--- src/rtl/time_report_pkg.sv ---
// Shared types and ASCII constants for the time-report frame sequencer.
package time_report_pkg;

  localparam int FRAME_LEN = 10;

  localparam logic [7:0] ASC_ZERO  = 8'h30;
  localparam logic [7:0] ASC_COLON = 8'h3A;
  localparam logic [7:0] ASC_CR    = 8'h0D;
  localparam logic [7:0] ASC_LF    = 8'h0A;
  localparam logic [7:0] ASC_QMARK = 8'h3F;

  typedef enum logic {
    IDLE,
    SEND
  } state_t;

  typedef struct packed {
    logic [3:0] hour1;
    logic [3:0] hour0;
    logic [3:0] min1;
    logic [3:0] min0;
    logic [3:0] sec1;
    logic [3:0] sec0;
  } time_digits_t;

  // Non-BCD digit values become '?' so a corrupt counter is visible on the wire.
  function automatic logic [7:0] digit_char(input logic [3:0] d);
    return (d > 4'd9) ? ASC_QMARK : (ASC_ZERO + {4'd0, d});
  endfunction

endpackage

--- src/rtl/time_frame_char.sv ---
// Maps a frame byte index and a digit snapshot onto the "HH:MM:SS\r\n" character.
module time_frame_char
  import time_report_pkg::*;
(
  input  logic [3:0]   idx,
  input  time_digits_t digits,
  output logic [7:0]   frame_byte
);

  always_comb begin
    frame_byte = 8'h00;
    case (idx)
      4'd0:    frame_byte = digit_char(digits.hour1);
      4'd1:    frame_byte = digit_char(digits.hour0);
      4'd2:    frame_byte = ASC_COLON;
      4'd3:    frame_byte = digit_char(digits.min1);
      4'd4:    frame_byte = digit_char(digits.min0);
      4'd5:    frame_byte = ASC_COLON;
      4'd6:    frame_byte = digit_char(digits.sec1);
      4'd7:    frame_byte = digit_char(digits.sec0);
      4'd8:    frame_byte = ASC_CR;
      4'd9:    frame_byte = ASC_LF;
      default: frame_byte = 8'h00;
    endcase
  end

endmodule

--- src/rtl/time_report_sched.sv ---
// Owns the UART TX FIFO write port: sends atomic time frames and fills idle
// cycles with echo bytes.
module time_report_sched
  import time_report_pkg::*;
#(
  parameter int DATA_WIDTH = 8,
  parameter int ECHO_EN    = 1,
  parameter int DROP_W     = 8
) (
  input  logic                  clk,
  input  logic                  rst,
  input  logic                  auto_en,
  input  logic                  report_tick,
  input  logic                  report_req,
  input  logic [3:0]            hour1,
  input  logic [3:0]            hour0,
  input  logic [3:0]            min1,
  input  logic [3:0]            min0,
  input  logic [3:0]            sec1,
  input  logic [3:0]            sec0,
  input  logic                  echo_valid,
  input  logic [DATA_WIDTH-1:0] echo_data,
  output logic                  echo_ready,
  input  logic                  fifo_full,
  output logic                  fifo_we,
  output logic [DATA_WIDTH-1:0] fifo_wdata,
  output logic                  busy,
  output logic                  frame_done,
  output logic [DROP_W-1:0]     drop_cnt
);

  localparam logic [3:0] LAST_IDX = 4'(FRAME_LEN - 1);

  state_t       state;
  logic [3:0]   idx;
  logic         pending;
  time_digits_t snapshot;
  time_digits_t live;
  logic [7:0]   frame_byte;
  logic         trig;
  logic         frame_we;
  logic         last_byte;

  assign live      = {hour1, hour0, min1, min0, sec1, sec0};
  assign trig      = report_req | (auto_en & report_tick);
  assign busy      = (state == SEND);
  assign frame_we  = busy & ~fifo_full;
  assign last_byte = (idx == LAST_IDX);

  // Echo only gets the port when no frame is running or about to start.
  assign echo_ready = (ECHO_EN != 0) & rst & (state == IDLE) & ~trig & ~pending & ~fifo_full;
  assign fifo_we    = frame_we | (echo_valid & echo_ready);
  assign fifo_wdata = busy ? DATA_WIDTH'(frame_byte) : echo_data;

  time_frame_char u_char (
    .idx        (idx),
    .digits     (snapshot),
    .frame_byte (frame_byte)
  );

  always_ff @(posedge clk or negedge rst) begin
    if (!rst) begin
      state      <= IDLE;
      idx        <= 4'd0;
      pending    <= 1'b0;
      snapshot   <= '0;
      frame_done <= 1'b0;
      drop_cnt   <= '0;
    end else begin
      frame_done <= 1'b0;
      case (state)
        IDLE: begin
          if (trig || pending) begin
            snapshot <= live;
            idx      <= 4'd0;
            pending  <= 1'b0;
            state    <= SEND;
          end
        end
        SEND: begin
          if (trig) begin
            if (pending) begin
              if (drop_cnt != '1) drop_cnt <= drop_cnt + 1'b1;
            end else begin
              pending <= 1'b1;
            end
          end
          // A trigger landing on the last byte chains straight into the next frame.
          if (frame_we) begin
            if (last_byte) begin
              frame_done <= 1'b1;
              idx        <= 4'd0;
              if (pending || trig) begin
                snapshot <= live;
                pending  <= 1'b0;
              end else begin
                state <= IDLE;
              end
            end else begin
              idx <= idx + 4'd1;
            end
          end
        end
        default: state <= IDLE;
      endcase
    end
  end

endmodule

--- config.mk ---
export PLATFORM = sky130hd
export DESIGN_NAME = time_report_sched
export DESIGN_NICKNAME = d
export VERILOG_FILES = /design/src/rtl/time_report_pkg.sv /design/src/rtl/time_frame_char.sv /design/src/rtl/time_report_sched.sv
export SDC_FILE = /design/constraint.sdc
export NUM_CORES = 1
export LEC_CHECK = 0
export ABC_AREA = 1
export BUFFER_PORTS_ARGS = -buffer_cell sky130_fd_sc_hd__buf_2
export CAP_MARGIN = 40
export CORE_AREA = 2 2 70 65
export DETAILED_ROUTE_END_ITERATION = 10
export DIE_AREA = 0 0 72 67
export PLACE_DENSITY = 0.84
export SLEW_MARGIN = 30
export SYNTH_ARGS = -nofsm -noshare
export SYNTH_HDL_FRONTEND = slang
export SYNTH_SLANG_ARGS = --single-unit
--- constraint.sdc ---
create_clock -name clk -period 3.3 [get_ports clk]
set_input_delay 0 -clock clk [delete_from_list [all_inputs] [get_ports clk]]
set_output_delay 0 -clock clk [all_outputs]
set_load 0.01 [all_outputs]
== After elaboration in Yosys (flattened, before gate mapping) ==
Index checks and enable logic that the tools add are counted.

* Register bits after elaboration: 39
* Bits of input ports: 39
* Output and inout bits: 20
* Logic and storage cells: 86

* Add/sub/neg operators: 8
* $lt $le $gt $ge: 6
* Eq/ne operators: 13
* Mux-type cells: 29
* Bitwise operators: 13
* Reduce and logical (&&, ||, !) cells: 6

{| class="wikitable"
|+ Operators with widths
! cell !! number
|-
| $mux W24 || 3
|-
| $pmux W8 S9 || 1
|-
| $mux W8 || 7
|-
| $pmux W24 S2 || 1
|-
| $add A6 B4 Y7 const A || 6
|-
| $gt A4 B4 Y1 const B || 6
|-
| $eq A4 B3 Y1 const B || 4
|-
| $mux W4 || 3
|-
| $mux W1 || 11
|-
| $add A8 B1 Y8 const B || 1
|-
| $eq A4 B2 Y1 const B || 2
|-
| $eq A4 B4 Y1 const B || 2
|-
| $ne A8 B8 Y1 const B || 1
|-
| $pmux W4 S2 || 1
|-
| $and A1 B1 Y1 || 7
|-
| $ne A2 B1 Y1 const B || 3
|-
| $add A4 B1 Y4 const B || 1
|-
| $eq A4 B1 Y1 const B || 1
|-
| $logic_not A4 Y1 || 1
|-
| $not A1 Y1 || 4
|-
| $pmux W1 S2 || 2
|-
| $reduce_and A2 Y1 || 2
|-
| $reduce_and A4 Y1 || 1
|-
| $or A1 B1 Y1 || 2
|-
| other kinds (2) || 2
|}

== Depth between registers and ports, before layout ==
Gate-level depths: netlist of the first run.

* Word-level depth: 8
* Gate-level depth with buffers: 10
* Depth with buffers taken out: 10

== Hierarchy ==
A second synthesis of the first run with hierarchy kept.

* Cell total of the unflattened synthesis: 359
* Area, all modules: 2393.5 µm²

{| class="wikitable"
|+ Modules (own cells, without submodules)
! module !! times used !! cells an instance !! area each (µm²) !! sequential area each (µm²)
|-
| time_report_sched || 1 || 245 || 1898.1 || 975.9
|-
| time_frame_char || 1 || 114 || 495.5 || 0.0
|}

== Worst setup path after synthesis of the first run ==
Ideal clock, no wire load.

* Path type: flip-flop to flip-flop
* Start point: register drop_cnt[0]
* End point: register drop_cnt[2]
* Data arrival time: 1.352 ns
* Required time: 3.173 ns
* Path slack: 1.821 ns
* Cell stages (with the launch flop): 7
* Period minus slack after synthesis: 1.479 ns
* Cells stage by stage: dfrtp_1 ha_1 nand3_1 or2_2 nand2_1 buf_2 o21ai_0

* Word-level cells in the longest chain between the ends: 2
* Elaborated cells on any way between the ends: 3
* Classes of those cells: 1 x add/sub; 1 x eq/ne; 1 x reduce/logical

{| class="wikitable"
|+ Ends and longest elaborated chain
! what !! RTL line !! RTL
|-
| start: declaration || time_report_sched.sv:29 || <nowiki>output logic [DROP_W-1:0] drop_cnt</nowiki>
|-
| start signal: assignment || time_report_sched.sv:83 || <nowiki>if (drop_cnt != '1) drop_cnt <= drop_cnt + 1'b1;</nowiki>
|-
| branches (longest 2 deep; another with $add A8 B1 Y8) || - ||
|}

Parallel ways; which one is timed is not known.
A chain may end at the register's enable or synchronous reset.

== Worst setup path in the final report of the first run ==
* Start point: register idx[2]
* End point: output fifo_wdata[0]

* Word-level cells in the longest chain between the ends: 4
* Elaborated cells on any way between the ends: 13
* Classes of those cells: 9 x eq/ne; 2 x mux; 2 x reduce/logical

{| class="wikitable"
|+ Ends and longest elaborated chain
! what !! RTL line !! RTL
|-
| start: declaration || time_report_sched.sv:35 || <nowiki>logic [3:0] idx;</nowiki>
|-
| start signal: assignment || time_report_sched.sv:100 || <nowiki>idx <= idx + 4'd1;</nowiki>
|-
| $eq A4 B2 Y1 or $eq A4 B3 Y1 (tied branches) || time_frame_char.sv:12 || <nowiki>case (idx)</nowiki>
|-
| $reduce_or A2 Y1 (no line) || - ||
|-
| $pmux W8 S9 (*) || time_frame_char.sv:12 ||
|-
| $mux W8 (*) || time_report_sched.sv:53 || <nowiki>assign fifo_wdata = busy ? DATA_WIDTH'(frame_byte) : echo_data;</nowiki>
|-
| end: declaration || time_report_sched.sv:26 || <nowiki>output logic [DATA_WIDTH-1:0] fifo_wdata,</nowiki>
|}

Every way passes the cells marked *; elsewhere a longest branch is shown, timed or not.

==> metrics.csv, run 1 <==
stage,metric,value,unit
drt,route.final.wire_length,5320,microns
floorplan,initial_utilization,0.563,
drt,drtAntennaViolNets,0,
clock_network,clock-sinks,39,
final_layout,final_area,0.00292,sq mm
sta,worst_pin_slew,0.581,ns
placed_design,hpwl,3780,microns
drt,top_layer,met4,
floorplan,design.die.area,0.00482,sq mm
synthesis,yosysMostFrequentCell,nand2_1,
global_route,first_global_vias,2044,
clock_network,insertion_delay,0.30,ns
synthesis,synth_top_area_cell,dfrtp_1,
final_layout,fillCellCount,323,
global_route,grtUsageTotal,0.246,
clock_network,cts_made_buffers,5,
synthesis,ys_seq_elements,39,
clock_network,clockBufferDepth,2,
synthesis,async_flop_share,1.00,
sta,hold_viol,0,
run,maxCapViolCount,0,
sta,fin_setup_tns,0,ns
pwr,vdd_ir_drop_max,0.384,mV
worst_setup_path,end_kind,output port,
synthesis,netlist_instances,315,
global_route,grt_max_degree,49,
sta,relSlewSlack,0.613,
synthesis,syn_nets,355,
synthesis,synth_top_cell_area_share,0.428,
placed_design,place_area,0.00259,sq mm
worst_setup_path,crit_family,simple AND/OR/NAND/NOR gates,
worst_setup_path,cp-start-kind,flip-flop,
sta,fmax,526,MHz
sta,fin_crit_sh,0.577,
drt,wl_per_cell,11.9,microns
worst_hold_path,holdCritPathClass,input port to flip-flop,
floorplan,die_h,67,microns
synthesis,avgSynthCellArea,7.23,sq um
drt,route.detailed.drc,0,
pwr,power.density,685,mW/mm^2
sta,finalClockSkew,0.00447,ns
placed_design,numPortBuffers,58,
worst_setup_path,cp.arrival,1.90,ns
worst_setup_path,slowest_delay,0.44,ns
clock_network,cts-root-buf,clkbuf_8,
floorplan,core,0.00405,sq mm
clock_network,h-tree-depth,2,
synthesis,syn_area,0.00228,sq mm
clock_network,clkTransAtPathRegs,0.07,ns
global_route,grt_pass1_wl,9000,microns
final_layout,drive_gt1_frac,0.220,
synthesis,synth_edf_count,0,
global_route,antenna_found_initial,0,
drt,num_vias,2235,
drt,drt_iter0_markers,185,
status,outcome,finished clean,
worst_setup_path,crit_fanout,7,
sta,fin_crit,1.90,ns
worst_setup_path,crit_buf_inv,2,
synthesis,yosys-top-cells-count,"nand2_1 (106), nor2_1 (41), inv_1 (40), dfrtp_1 (39), o21ai_0 (16)",
worst_setup_path,crit_type,flip-flop to output port,
placed_design,gp_congestion,0.911,
sta,slew_viol_final,0,
clock_network,cts_resized,0,
sta,rsz0062_at_grt,false,
floorplan,row_count,22,
final_layout,nets,439,
drt,vias_per_cell,4.99,
global_route,grt_overflow,0,
drt,wl_met3,291,microns
worst_setup_path,worst_path_max_delay_cell,dfrtp_1,
synthesis,ys_top_cells_by_area,"dfrtp_1 (43%), nand2_1 (17%), nor2_1 (6.8%), inv_1 (6.6%), a21oi_2 (3.8%)",
floorplan,die_x,72,microns
synthesis,yosysSeqAreaShare,0.428,
synthesis,ys.flop_type,dfrtp_1,
final_layout,post-route-util,0.723,
pwr,power.leakage,1.63,nW
drt,m1WireLength,2310,microns
drt,dr_wl_met2,2660,microns
final_layout,antenna_cells,0,
worst_setup_path,crit_chain,nor2_1 > nand2_1 > inv_1 > nand2_1 > nand2_1 > nor2_1 > nand2_1 > nand2_1 > nand2_1 > buf_2,
drt,dr.pass1.iters,4,
worst_setup_path,path_common_cell,nand2_1,
synthesis,yosysWarnings,0,
final_layout,area_growth,28.3,%
sta,setup_violations,0,
clock_network,cts_tree,built,
floorplan,num_io_pins,59,
worst_setup_path,crit_required,3.30,ns
synthesis,synth_cell_type_count,29,
-- repair_timing --
action	CTS	global route
endpoints found under the hold margin	63	0
buffers inserted	0	0
hold buffers	25	0
endpoints found under the setup margin	0	0
-- layer usage --
metal,GRT usage,vias up
met5,0,-
met4,0.0684,0
met3,0.0530,7
met2,0.433,63
met1,0.307,1022
li1,-,1143
-- worst register-to-register path, cell delays in order, from the launching register on --
cell	delay [ns]
dfrtp_1	0.39
inv_1	0.10
nor2_2	0.22
nand2_4	0.10
nand2_4	0.09
nand3_4	0.44
nor2_1	0.33
a21oi_2	0.06
-- placed cells by master (no fill, tap or decap), drive strengths merged, types with 2 or more instances in the layout --
cell type	count
nor2	43
o21ai	26
clkbuf	6
nand4	2
a21oi	20
nor3	2
dfrtp	39
nand2	108
xnor2	6
a21o	2
buf	59
nand3	13
inv	42
dlygate4sd3	25
-- flip-flops by register name, indices dropped and copies added (netlist names) --
signal,count
snapshot,24
drop_cnt,8
idx,4
busy,1
frame_done,1
pending,1
-- metrics by stage --
stage / std cells / hold slack [ns] / total power [mW] / setup WS [ns]
4_1_cts: 448 / 0.0161 / 2.00 / 1.43
5_1_grt: 448 / 0.0544 / 2.19 / 1.21
3_5_place_dp: 415 / -0.0638 / 1.66 / 1.50
2_1_floorplan: 315 / -0.296 / 1.39 / 1.82
3_3_place_gp: 414 / 0.152 / 1.63 / 1.52
6_report: 448 / 0.0188 / 2.00 / 1.40
-- report_power, final --
part | switching, mW | internal, mW
clock network | 0.172 | 0.148
logic | 0.521 | 0.360
registers | 0.157 | 0.646
-- cell families after synthesis --
logic type	count (synthesis)	synth area share
adder cells (fa/ha/maj)	1	0.00549
XOR/XNOR	7	0.0269
flip-flops	39	0.428
AO/OA/AOI/OAI	49	0.134
buffers and inverters	49	0.0955
AND/OR/NAND/NOR	170	0.310
-- path summary, 6_finish.rpt --
path                                    from            end  slack, ns  cells past startpoint
worst max-delay path                  idx[2]  fifo_wdata[0]       1.40                     10
worst min-delay path               fifo_full         idx[3]       0.02                      4
worst max register to register        idx[3]    snapshot[4]       1.44                      7
worst min register to register  snapshot[13]   snapshot[13]       0.53                      2
max in group asynchronous                rst    snapshot[1]       2.71                      3
min in group asynchronous                rst    drop_cnt[7]       0.14                      2
-- cell type report --
cell class	count	area (sq um)	share of cell area
multi-input cells	227	1080	0.371
flip-flops and latches	39	976	0.334
repair buffers	84	561	0.192
inverters	42	158	0.0539
clock buffers	6	72.6	0.0248
well taps	48	60.1	0.0205
clock inverters	2	12.5	0.00428
Note: power is estimated with default switching activity, not from simulation.
==> run 2, diff against run 1 <==
- CORE_AREA: 2 2 70 65 -> 2 2 76 71
- DIE_AREA: 0 0 72 67 -> 0 0 78 73
- PLACE_DENSITY: 0.84 -> 0.75
- clock period: 3.3 -> 1.65 ns (I/O delays scaled with it)
==> run 2 against run 1 <==
Against the previous run: final cell count is 6.3% higher; first-iteration DRC count is 47% lower; combinational power is 120% higher; critical endpoint is now fifo_wdata[1]; largest cell class unchanged.
==> metrics.csv, run 2 (same netlist as run 1, synthesis figures left out) <==
stage,metric,value,unit,change
drt,vias_per_cell,4.64,,-7.1%
worst_setup_path,crit_chain,inv_2 > nand2_2 > nor2_4 > inv_2 > nor2_2 > nor2_1 > nand3_1 > nand2_1 > nand2_1 > buf_2,,
global_route,grt_max_degree,49,,unchanged
clock_network,h-tree-depth,2,,unchanged
global_route,first_global_vias,2058,,+0.68%
floorplan,initial_utilization,0.455,,-0.108
final_layout,top_register,snapshot,,
drt,drtAntennaViolNets,0,,unchanged
clock_network,cts-root-buf,clkbuf_8,,
clock_network,cts_made_buffers,5,,unchanged
final_layout,fillCellCount,459,,+42%
pwr,power.leakage,1.69,nW,+3.4%
worst_hold_path,holdCritPathClass,input port to flip-flop,,
sta,slew_viol_final,0,,unchanged
clock_network,insertion_delay,0.30,ns,about the same
global_route,grt_pass1_wl,8890,microns,-1.1%
clock_network,clkTransAtPathRegs,0.07,ns,about the same
drt,wl_per_cell,11.4,microns,-3.7%
final_layout,drive_gt1_frac,0.296,,+0.0758
clock_network,cts_tree,built,,
placed_design,dp.cells,440,,+6.0%
run,maxCapViolCount,0,,unchanged
floorplan,die_h,73,microns,+9.0%
final_layout,post-route-util,0.620,,-0.103
sta,worst_pin_slew,0.499,ns,-0.0820 ns
sta,rsz0062_at_grt,true,,
drt,dr.pass1.iters,4,,unchanged
final_layout,area_growth,36.1,%,
final_layout,antenna_cells,0,,unchanged
placed_design,preCtsSetupSlack,0.162,ns,-1.34 ns
final_layout,layout.cells.non_filler,476,,+6.3%
pwr,power.density,1370,mW/mm^2,+99%
placed_design,numPortBuffers,58,,unchanged
floorplan,die_x,78,microns,+8.3%
worst_setup_path,slowest_delay,0.48,ns,+0.04 ns
floorplan,row_count,25,,+14%
floorplan,core,0.00500,sq mm,+24%
worst_hold_path,holdPathStages,4,,unchanged
worst_setup_path,cp.arrival,1.65,ns,-0.25 ns
final_layout,largest_reg_flops,24,,unchanged
final_layout,final_common_cell,nand2_1,,
clock_network,clockBufferDepth,2,,unchanged
worst_setup_path,crit_fanout,7,,unchanged
worst_setup_path,crit_required,1.65,ns,-1.65 ns
sta,fmax,608,MHz,
final_layout,top_regs,"snapshot (24), drop_cnt (8), idx (4)",,
global_route,antenna_found_initial,0,,unchanged
sta,fin_crit_sh,0.997,,
worst_setup_path,end_kind,output port,,
worst_setup_path,crit_family,simple AND/OR/NAND/NOR gates,,
final_layout,nets,448,,+2.1%
worst_setup_path,path_depth,10,,unchanged
sta,relSlewSlack,0.667,,+0.0547
worst_setup_path,crit_type,flip-flop to output port,,
placed_design,hpwl,3860,microns,+2.3%
final_layout,layout_common_cells,"nand2_1 (100), buf_2 (58), dfrtp_1 (35), inv_1 (34), nor2_1 (33)",,
worst_setup_path,crit_buf_inv,3,,+1
worst_setup_path,worstRegToRegCells,8,,+1
global_route,grt_overflow,0,,unchanged
worst_setup_path,worst_path_max_delay_cell,dfrtp_2,,
drt,drt_iter0_markers,98,,-47%
sta,finalClockSkew,0.00768,ns,+0.00321 ns
status,outcome,finished clean,,
drt,route.detailed.drc,0,,unchanged
sta,fin_crit,1.65,ns,
drt,route.final.wire_length,5450,microns,+2.3%
floorplan,num_io_pins,59,,unchanged
floorplan,design.die.area,0.00569,sq mm,+18%
sta,setup_violations,0,,unchanged
placed_design,gp_congestion,0.931,,+2.2%
clock_network,clock-sinks,39,,unchanged
sta,timing.final.ws_setup,0.00467,ns,-1.39 ns
worst_setup_path,cp-start-kind,flip-flop,,
pwr,vdd_ir_drop_max,0.950,mV,+150%
sta,hold_viol,0,,unchanged
global_route,grtUsageTotal,0.197,,-0.0491
drt,num_vias,2207,,-1.3%
[run 2: timing repair]
item                                   4_1_cts  5_1_grt
setup endpoints to repair                    4        4
endpoints found under the hold margin       63        0
setup buffers                                0        3
hold buffers                                25        0
pin swaps                                    1        9
resized for setup                            7       27
[run 2: path summary, 6_finish.rpt]
| kind | from | end | slack (ns) |
|---|---|---|---|
| worst max-delay path | idx[0] | fifo_wdata[1] | 0.005 |
| worst min-delay path | fifo_full | idx[3] | 0.05 |
| worst max register to register | idx[0] | snapshot[16] | 0.13 |
| worst min register to register | snapshot[20] | snapshot[20] | 0.51 |
| max in group asynchronous | rst | idx[0] | 0.95 |
| min in group asynchronous | rst | drop_cnt[7] | 0.33 |
[run 2: worst min-delay path, cell delays in order]
cell	delay (ns)
buf_2	0.10
inv_1	0.07
nand4_1	0.09
nand2_1	0.05
[run 2: layout make-up]
class	count	area (sq um)	area share
multi-input cells	227	1150	0.371
flip-flops and latches	39	981	0.316
repair buffers	93	644	0.208
inverters	42	158	0.0508
well taps	67	83.8	0.0270
clock buffers	6	72.6	0.0234
clock inverters	2	12.5	0.00403
[run 2: power breakdown]
group / total, mW / switching (mW) / internal [mW]
clock network: 0.639 / 0.343 / 0.295
logic: 1.95 / 1.09 / 0.853
registers: 1.65 / 0.354 / 1.30
total: 4.24 / 1.79 / 2.45
[run 2: through the flow]
step,hold WS [ns],total power [mW],TNS (ns),area (sq um)
global route,0.0651,4.57,-0.273,3100
detailed placement,0.114,3.34,0,2660
global placement,0.102,3.28,0,2660
CTS,0.0430,4.05,0,3010
floorplan,-0.296,2.78,0,2280
finish,0.0540,4.24,0,3100
[run 2: per-layer routing]
layer	share of wire	vias up	GRT usage	routed length [microns]
met3	0.039	6	0.0371	213
met5	0	-	0	0
met2	0.49	56	0.350	2650
met1	0.46	982	0.250	2520
li1	-	1163	-	-
met4	0.011	0	0.0526	60
==> run 3, diff against run 2 <==
- HOLD_SLACK_MARGIN: default -> 0.08
- PLACE_DENSITY: 0.75 -> 0.84
- SLEW_MARGIN: 30 -> 20
==> run 3 against run 2 <==
Against the previous run: sequential share of layout area fell by 0.32 points; maximum frequency up 2.2%; global-route usage shrank 0.68 points; die area stayed put; clock power shrank 6.9%; critical path depth stayed put; sequential cell count did not move; power decreased by 1.4%; worst setup slack gained 0.035 ns; clock skew decreased by 0.0028 ns; largest power group unchanged; highest routed layer unchanged; critical endpoint unchanged.
==> metrics.csv, run 3 (same netlist as run 1, synthesis figures left out) <==
stage,metric,value,unit,change
status,outcome,finished clean,,
floorplan,initial_utilization,0.455,,unchanged
final_layout,final_area,0.00313,sq mm,+1.0%
worst_hold_path,holdPathStages,5,,+1
floorplan,num_io_pins,59,,unchanged
clock_network,clockBufferDepth,2,,unchanged
sta,fin_crit_sh,0.976,,-0.0211
sta,hold_viol,0,,unchanged
floorplan,row_count,25,,unchanged
drt,route.detailed.drc,0,,unchanged
global_route,grt_max_degree,40,,-18%
worst_setup_path,cp.arrival,1.61,ns,-0.04 ns
final_layout,area_growth,37.5,%,
worst_setup_path,cp-start-kind,flip-flop,,
clock_network,cts_made_buffers,5,,unchanged
final_layout,drive_gt1_frac,0.306,,+0.0105
clock_network,clock-sinks,39,,unchanged
placed_design,hpwl,3610,microns,-6.6%
floorplan,die_x,78,microns,unchanged
drt,drt_iter0_markers,85,,-13%
final_layout,layout_common_cells,"nand2_1 (99), buf_2 (58), dfrtp_1 (35), inv_1 (34), nor2_1 (30)",,
floorplan,core,0.00500,sq mm,unchanged
sta,fin_setup_tns,0,ns,unchanged
worst_setup_path,worstRegToRegCells,9,,+1
pwr,power.density,1330,mW/mm^2,-2.4%
drt,route.final.wire_length,5230,microns,-4.0%
sta,setup_violations,0,,unchanged
clock_network,h-tree-depth,2,,unchanged
worst_setup_path,crit_required,1.65,ns,about the same
global_route,grt_overflow,0,,unchanged
global_route,first_global_vias,2076,,+0.87%
placed_design,numPortBuffers,58,,unchanged
clock_network,cts_tree,built,,
final_layout,largest_reg_flops,24,,unchanged
clock_network,insertion_delay,0.29,ns,about the same
final_layout,top_register,snapshot,,
worst_setup_path,end_kind,output port,,
sta,rsz0062_at_grt,true,,
drt,vias_per_cell,4.68,,+1.0%
pwr,power.leakage,1.69,nW,+0.18%
sta,fin_crit,1.61,ns,-0.0349 ns
placed_design,gp_congestion,0.905,,-2.8%
sta,slew_viol_final,0,,unchanged
worst_setup_path,crit_fanout,5,,-2
drt,num_vias,2225,,+0.82%
sta,relSlewSlack,0.674,,+0.00650
pwr,vdd_ir_drop_max,0.776,mV,-18%
global_route,antenna_found_initial,0,,unchanged
final_layout,antenna_cells,0,,unchanged
final_layout,final_common_cell,nand2_1,,
global_route,grtUsageTotal,0.191,,-0.00682
drt,wl_per_cell,11.0,microns,-3.8%
drt,drtAntennaViolNets,0,,unchanged
final_layout,top_regs,"snapshot (24), drop_cnt (8), idx (4)",,
sta,worst_pin_slew,0.489,ns,-0.00976 ns
clock_network,cts-root-buf,clkbuf_8,,
worst_hold_path,holdCritPathClass,input port to flip-flop,,
run,maxCapViolCount,0,,unchanged
clock_network,clkTransAtPathRegs,0.07,ns,about the same
sta,finalClockSkew,0.00489,ns,-0.00279 ns
final_layout,nets,449,,+0.22%
floorplan,die_h,73,microns,unchanged
worst_setup_path,crit_type,flip-flop to output port,,
global_route,grt_pass1_wl,8630,microns,-3.0%
floorplan,design.die.area,0.00569,sq mm,unchanged
drt,dr.pass1.iters,4,,unchanged
placed_design,place_area,0.00267,sq mm,+0.47%
sta,fmax,621,MHz,+2.2%
==> run 3: layout make-up <==
class	count	area, sq um
fill	446	1870
inverter	42	158
clock buffer	5	68.8
clock inverter	1	7.51
sequential	39	981
multi-input combinational	227	1170
tap	67	83.8
timing repair buffer	94	667
==> run 3: stage by stage <==
| step | setup WS (ns) | power [mW] | hold WS (ns) | instances | util |
|---|---|---|---|---|---|
| after floorplan | 0.171 | 2.78 | -0.296 | 315 | - |
| after global placement | 0.171 | 3.28 | 0.0950 | 440 | 0.534 |
| after detailed placement | 0.0860 | 3.32 | 0.102 | 440 | 0.534 |
| after CTS | -0.00124 | 3.99 | 0.150 | 472 | 0.603 |
| after global routing | -0.0624 | 4.57 | 0.192 | 475 | 0.626 |
| final | 0.0395 | 4.18 | 0.147 | 475 | 0.626 |
==> run 3: worst paths after layout <==
check,to,startpoint,slack (ns)
min reg2reg,snapshot[0],snapshot[0],0.51
min in group asynchronous,drop_cnt[5],rst,0.31
max in group asynchronous,idx[2],rst,0.97
min,busy,report_req,0.15
max reg2reg,snapshot[14],idx[0],0.07
max,fifo_wdata[1],idx[2],0.04
==> run 3: layer usage <==
metal / GRT usage / vias up / routed length, microns
met3: 0.0384 / 6 / 257
met4: 0.0487 / 0 / 52
li1: - / 1158 / -
met2: 0.347 / 57 / 2640
met5: 0 / - / 0
met1: 0.233 / 1004 / 2270
==> run 3: what timing repair did <==
item                                    4_1_cts  5_1_grt
buffers inserted                              0        4
resized for setup                             5       36
endpoints found under the hold margin        67        0
endpoints found under the setup margin        3       11
hold buffers                                 26        0
cloned                                        0        0
pin swaps                                     0       12
==> run 3: worst max-delay path: stages (launching register included) <==
cell and delay, ns:
dfrtp_2 0.44, buf_4 0.15, nand2_4 0.06, nor2_4 0.14, inv_2 0.04, nor2_1 0.11, nor2_1 0.06, nand3_1 0.07
nand2_2 0.06, nand2_1 0.06, buf_2 0.13
==> run 3: power by group <==
group | total [mW] | internal (mW) | switching, mW
Sequential | 1.65 | 1.30 | 0.354
Clock | 0.595 | 0.280 | 0.314
Combinational | 1.93 | 0.840 | 1.09
